File: src/rtl/alu16.sv
// 16-bit execute-stage ALU: combinational result and per-flag write enables,
// with the {Z,V,N} condition flags held in a register updated on the clock edge.
module alu16 (
   input  logic        clk,
   input  logic        rst_n,
   input  logic [15:0] ALU_in1,
   input  logic [15:0] ALU_in2,
   input  logic [2:0]  op,
   output logic [15:0] ALU_out,
   output logic [2:0]  flag,
   output logic [2:0]  flag_write
);

   localparam int unsigned W  = 16;
   localparam int unsigned SW = 4;

   localparam logic [2:0] OP_ADD    = 3'b000;
   localparam logic [2:0] OP_SUB    = 3'b001;
   localparam logic [2:0] OP_RED    = 3'b010;
   localparam logic [2:0] OP_XOR    = 3'b011;
   localparam logic [2:0] OP_SLL    = 3'b100;
   localparam logic [2:0] OP_SRA    = 3'b101;
   localparam logic [2:0] OP_ROR    = 3'b110;
   localparam logic [2:0] OP_PADDSB = 3'b111;

   logic [SW-1:0]       amt;
   logic [W-1:0]        b_eff;
   logic [W-1:0]        addsub_raw;
   logic                addsub_ovf;
   logic [W-1:0]        addsub_sat;
   logic [W-1:0]        red_sum;
   logic signed [W-1:0] sra_res;
   logic [W-1:0]        ror_res;
   logic [W-1:0]        paddsb_res;
   logic [4:0]          nib_sum;
   logic [2:0]          flag_next;

   assign amt = ALU_in2[SW-1:0];

   // Shared adder; SUB is A + ~B + 1, overflow judged before saturation
   always_comb begin
      b_eff      = (op == OP_SUB) ? ~ALU_in2 : ALU_in2;
      addsub_raw = ALU_in1 + b_eff + W'(op == OP_SUB);
      addsub_ovf = (ALU_in1[W-1] == b_eff[W-1]) && (addsub_raw[W-1] != ALU_in1[W-1]);
      if (addsub_ovf)
         addsub_sat = ALU_in1[W-1] ? 16'h8000 : 16'h7FFF;
      else
         addsub_sat = addsub_raw;
   end

   always_comb begin
      red_sum = {{8{ALU_in1[15]}}, ALU_in1[15:8]} + {{8{ALU_in1[7]}}, ALU_in1[7:0]}
              + {{8{ALU_in2[15]}}, ALU_in2[15:8]} + {{8{ALU_in2[7]}}, ALU_in2[7:0]};
      sra_res = $signed(ALU_in1) >>> amt;
      // Left term shifts by 16 when amt is 0, which yields zero in a 16-bit context
      ror_res = (ALU_in1 >> amt) | (ALU_in1 << (5'd16 - {1'b0, amt}));
   end

   // Four independent saturating signed nibble adds
   always_comb begin
      paddsb_res = '0;
      nib_sum    = '0;
      for (int i = 0; i < 4; i++) begin
         nib_sum = {ALU_in1[4*i+3], ALU_in1[4*i +: 4]} + {ALU_in2[4*i+3], ALU_in2[4*i +: 4]};
         if (nib_sum[4] != nib_sum[3])
            paddsb_res[4*i +: 4] = nib_sum[4] ? 4'h8 : 4'h7;
         else
            paddsb_res[4*i +: 4] = nib_sum[3:0];
      end
   end

   always_comb begin
      ALU_out    = addsub_sat;
      flag_write = 3'b000;
      case (op)
         OP_ADD:    begin ALU_out = addsub_sat;         flag_write = 3'b111; end
         OP_SUB:    begin ALU_out = addsub_sat;         flag_write = 3'b111; end
         OP_RED:    begin ALU_out = red_sum;            flag_write = 3'b000; end
         OP_XOR:    begin ALU_out = ALU_in1 ^ ALU_in2;  flag_write = 3'b100; end
         OP_SLL:    begin ALU_out = ALU_in1 << amt;     flag_write = 3'b100; end
         OP_SRA:    begin ALU_out = sra_res;            flag_write = 3'b100; end
         OP_ROR:    begin ALU_out = ror_res;            flag_write = 3'b100; end
         OP_PADDSB: begin ALU_out = paddsb_res;         flag_write = 3'b000; end
         default:   begin ALU_out = addsub_sat;         flag_write = 3'b000; end
      endcase
   end

   assign flag_next = {(ALU_out == '0), addsub_ovf, ALU_out[W-1]};

   // Only enabled flag bits load; the rest hold
   always_ff @(posedge clk or negedge rst_n) begin
      if (!rst_n)
         flag <= 3'b000;
      else
         flag <= (flag & ~flag_write) | (flag_next & flag_write);
   end

endmodule

File: config.mk
export PLATFORM = sky130hd
export DESIGN_NAME = alu16
export DESIGN_NICKNAME = d
export VERILOG_FILES = /design/src/rtl/alu16.sv
export SDC_FILE = /design/constraint.sdc
export NUM_CORES = 1
export LEC_CHECK = 0
export CORE_MARGIN = 3
export CORE_UTILIZATION = 55
export CTS_BUF_LIST = sky130_fd_sc_hd__clkbuf_2
export DETAILED_ROUTE_END_ITERATION = 10
export HOLD_SLACK_MARGIN = 0.12
export PLACE_DENSITY_LB_ADDON = 0.25
export REMOVE_ABC_BUFFERS = 1
export SYNTH_ARGS = -nofsm -noshare
export SYNTH_HDL_FRONTEND = slang
export SYNTH_SLANG_ARGS = --single-unit
File: constraint.sdc
create_clock -name clk -period 11.9 [get_ports clk]
set_input_delay 1.19 -clock clk [delete_from_list [all_inputs] [get_ports clk]]
set_output_delay 1.19 -clock clk [all_outputs]
set_load 0.03 [all_outputs]
==> impl_metrics.csv <==
group,metric,value,unit
synthesis,synth.area.top_cells,"sky130_fd_sc_hd__ha_1 (8.7%), sky130_fd_sc_hd__mux2i_1 (8.1%), sky130_fd_sc_hd__mux4_2 (7.4%)",
worst_hold_path,worst_hold_path.num_cells,1,
drt,dr_vias,7283,
drt,detail_route.drc_violations,0,
final_layout,syn2layout_area_growth,10.2,%
synthesis,yosys-top-cells-count,"sky130_fd_sc_hd__nand2_1 (68), sky130_fd_sc_hd__a21oi_1 (54), sky130_fd_sc_hd__nor2_1 (53), sky130_fd_sc_hd__mux2i_1 (49), sky130_fd_sc_hd__o21ai_0 (43)",
pwr,cellLeakagePower,2.70,nW
sta,tns,0,ns
synthesis,yosysSeqAreaShare,1.24,%
floorplan,io-pin-count,59,
synthesis,ys_async_sr_fraction,100,%
cts,insertion_delay,0.22,ns
run_status,status,"finished clean",
grt,groute.layer.met3.usage,4.69,%
critical_path,crit_type,"input pin to output pin",
cts,cts_tree,"built",
grt,globalRouteMet1Util,52.8,%
final_layout,drive_above_1_share,9.45,%
synthesis,syn_area_per_cell,7.51,µm²
drt,vias_per_cell,7.58,
grt,first_global_vias,6841,
critical_path,largest_stage_delay_on_the_critical_path,0.75,ns
synthesis,post_synthesis_instance_area,6060,µm²
synthesis,synth_most_common_cell,"sky130_fd_sc_hd__nand2_1",
floorplan,fp.coreArea,10500,µm²
drt,wl_per_cell,26.9,µm
pwr,power-per-cell-area,78.1,nW/µm²
place,dp_cells,957,
cts,postCtsSetupBuffers,0,
run,maxCapViolations,0,
cts,gates_resized_cts_repair,0,
place,detailed_place_hpwl,19300,µm
cts,clock_path_buffers,2,
cts,clock_root_cell,"sky130_fd_sc_hd__clkbuf_2",
grt,busiest_layer,"met2",
grt,gr-usage-met2,63.4,%
cts,clk_pin_slew,0.04,ns
floorplan,chipWidth,111,µm
critical_path,cp.arrival,6.28,ns
critical_path,critical_path.most_common_cell,"sky130_fd_sc_hd__fa_1",
critical_path,startpoint_type,"input pin",
final_layout,antenna-diode-count,0,
synthesis,ys_dominant_reg_cell,"sky130_fd_sc_hd__dfrtp_1",
sta,report.final.hold_viol_count,0,
grt,initial_antenna_violation_count,1,
final_layout,area.sequential,75.1,µm²
synthesis,yosys_register_bits,3,
final_layout,fin_nets,927,
sta,slew_headroom,23.8,%
synthesis,synthesis.instances,806,
critical_path,cp_data_required_time,10.71,ns
sta,timing.hold.ws,0.483,ns
grt,largest_net_degree_at_the_start_of_global_routing,60,
cts,cts.sink_count,3,
sta,final-setup-viol-count,0,
cts,numCtsBuffers,3,
critical_path,sort_of_element_at_the_end_of_the_critical_path,"output pin",
drt,dr.pass1.iters,6,
critical_path,critical_path.cell_chain,"buf_2, buf_4, clkinv_1, fa_1, fa_1, inv_1, fa_1, a21oi_1, o211ai_1, o41ai_1, xnor2_1, nor2_1, a2111oi_0, a311oi_1, clkdlybuf4s50_1",
floorplan,floorplan.initialDensity,57.6,%
sta,finalCriticalPeriod,7.47,ns
critical_path,worst_path_max_delay_cell,"sky130_fd_sc_hd__clkdlybuf4s50_1",
synthesis,synth_enable_flop_cells,0,
critical_path,cell_depth_of_the_worst_flop_to_flop_path,2,
cts,cts_hold_buffers,0,
sta,count_of_final_max_slew_check_failures,0,
place,pre_cts_slack,4.50,ns
sta,final.period_utilization,62.8,%
grt,grt_pass1_wl,39200,µm
sta,timing_worst_slew_pin_value,1.14,ns
drt,detailedRoute.firstIterationViolations,1030,
drt,antenna_violating_nets_post_route,0,
floorplan,floorplan.die_area,12300,µm²
cts,cts_max_level,1,
synthesis,synth_cell_type_count,82,
final_layout,multi_input_area,5550,µm²
grt,globalRoute.totalOverflow,0,
drt,totalWireLength,25800,µm
final_layout,end_of_flow_core_utilization,63.5,%
sta,finClkSkew,0,ns
worst_hold_path,worstHoldPathType,"flop to flop",
final_layout,layoutNonFillerInstCount,961,
place,gp_congestion,1.18,
final_layout,nFillCells,980,
floorplan,rows,37,
grt,grt_usage,40.0,%
synthesis,post_synth_top_area_share,8.68,%
synthesis,yosysWarnings,0,
place,port_buffers,58,
synthesis,post-synth-top-area-cell,"sky130_fd_sc_hd__ha_1",
floorplan,fp.dieH,111,µm
critical_path,worstPathMaxFanout,47,
critical_path,worst-r2r-setup-slack,11.17,ns
sta,rsz0062_at_grt,"false",
sta,setup_slack,4.43,ns
sta,max_freq,134,MHz
pwr,peakVddDrop,0.000111,V
-- layer usage --
metal,vias up,wire length (µm)
li1,3128,-
met1,3416,9550
met2,615,11400
met3,122,3120
met4,2,1770
met5,-,13
-- power by group --
part	switching, mW	internal (mW)	leakage (nW)
registers	0.000742	0.0114	0.0379
logic	0.299	0.195	2.64
clock network	0.00625	0.00886	0.0166
total	0.306	0.215	2.70
-- logic make-up (layout without fill, tap and decap cells) --
kind of cell | count (synthesis) | in the layout | synth area share (%)
XOR/XNOR | 35 | 35 | 5.06
AO/OA/AOI/OAI | 248 | 248 | 28.2
adder cells (fa/ha/maj) | 64 | 64 | 15.9
buffers and inverters | 105 | 124 | 7.15
multiplexers | 91 | 91 | 20.5
flip-flops | 3 | 3 | 1.24
AND/OR/NAND/NOR | 260 | 260 | 21.9
-- stage by stage --
| stage | total power [mW] | instance area (µm²) |
|---|---|---|
| 6_report | 0.521 | 6680 |
| 5_1_grt | 0.554 | 6680 |
| 4_1_cts | 0.506 | 6680 |
| 3_5_place_dp | 0.487 | 6660 |
| 3_3_place_gp | 0.474 | 6660 |
| 2_1_floorplan | 0.320 | 5790 |
-- how the worst max path moves through the flow --
stage	start	end	slack, ns	depth (start not counted)
2_1_floorplan	op[2]	ALU_out[9]	5.97	10
3_3_place_gp	ALU_in2[2]	ALU_out[9]	4.65	15
3_5_place_dp	ALU_in2[2]	ALU_out[9]	4.50	15
4_1_cts	ALU_in2[2]	ALU_out[9]	4.49	15
5_1_grt	ALU_in2[2]	ALU_out[9]	4.10	15
6_report	ALU_in2[2]	ALU_out[9]	4.43	15
-- area by class of cell --
cell class,count,area share [%]
clock buffers,4,0.300
inverters,45,2.53
multi-input cells,698,83.1
flip-flops and latches,3,1.12
well taps,136,2.55
repair buffers,75,10.4
-- cells in the final DEF (no fill, tap or decap), types with 20 or more instances in the layout --
master	netlist	layout
sky130_fd_sc_hd__inv_1	40	40
sky130_fd_sc_hd__nand2_1	68	68
sky130_fd_sc_hd__nand3_1	26	26
sky130_fd_sc_hd__mux2i_1	49	49
sky130_fd_sc_hd__ha_1	42	42
sky130_fd_sc_hd__o21ai_0	43	43
sky130_fd_sc_hd__xnor2_1	23	23
sky130_fd_sc_hd__fa_1	22	22
sky130_fd_sc_hd__nor2_1	53	53
sky130_fd_sc_hd__nor3_1	25	25
sky130_fd_sc_hd__clkdlybuf4s50_1	0	55
sky130_fd_sc_hd__mux4_2	20	20
sky130_fd_sc_hd__a21oi_1	54	54
-- worst max-delay path: cells and delay by family --
kind | cells | cell delay [ns]
adder cells (fa/ha/maj) | 3 | 1.64
AO/OA/AOI/OAI | 5 | 1.20
AND/OR/NAND/NOR | 1 | 0.12
buffers and inverters | 5 | 1.97
XOR/XNOR | 1 | 0.13
Note: power is estimated with default switching activity, not from simulation.
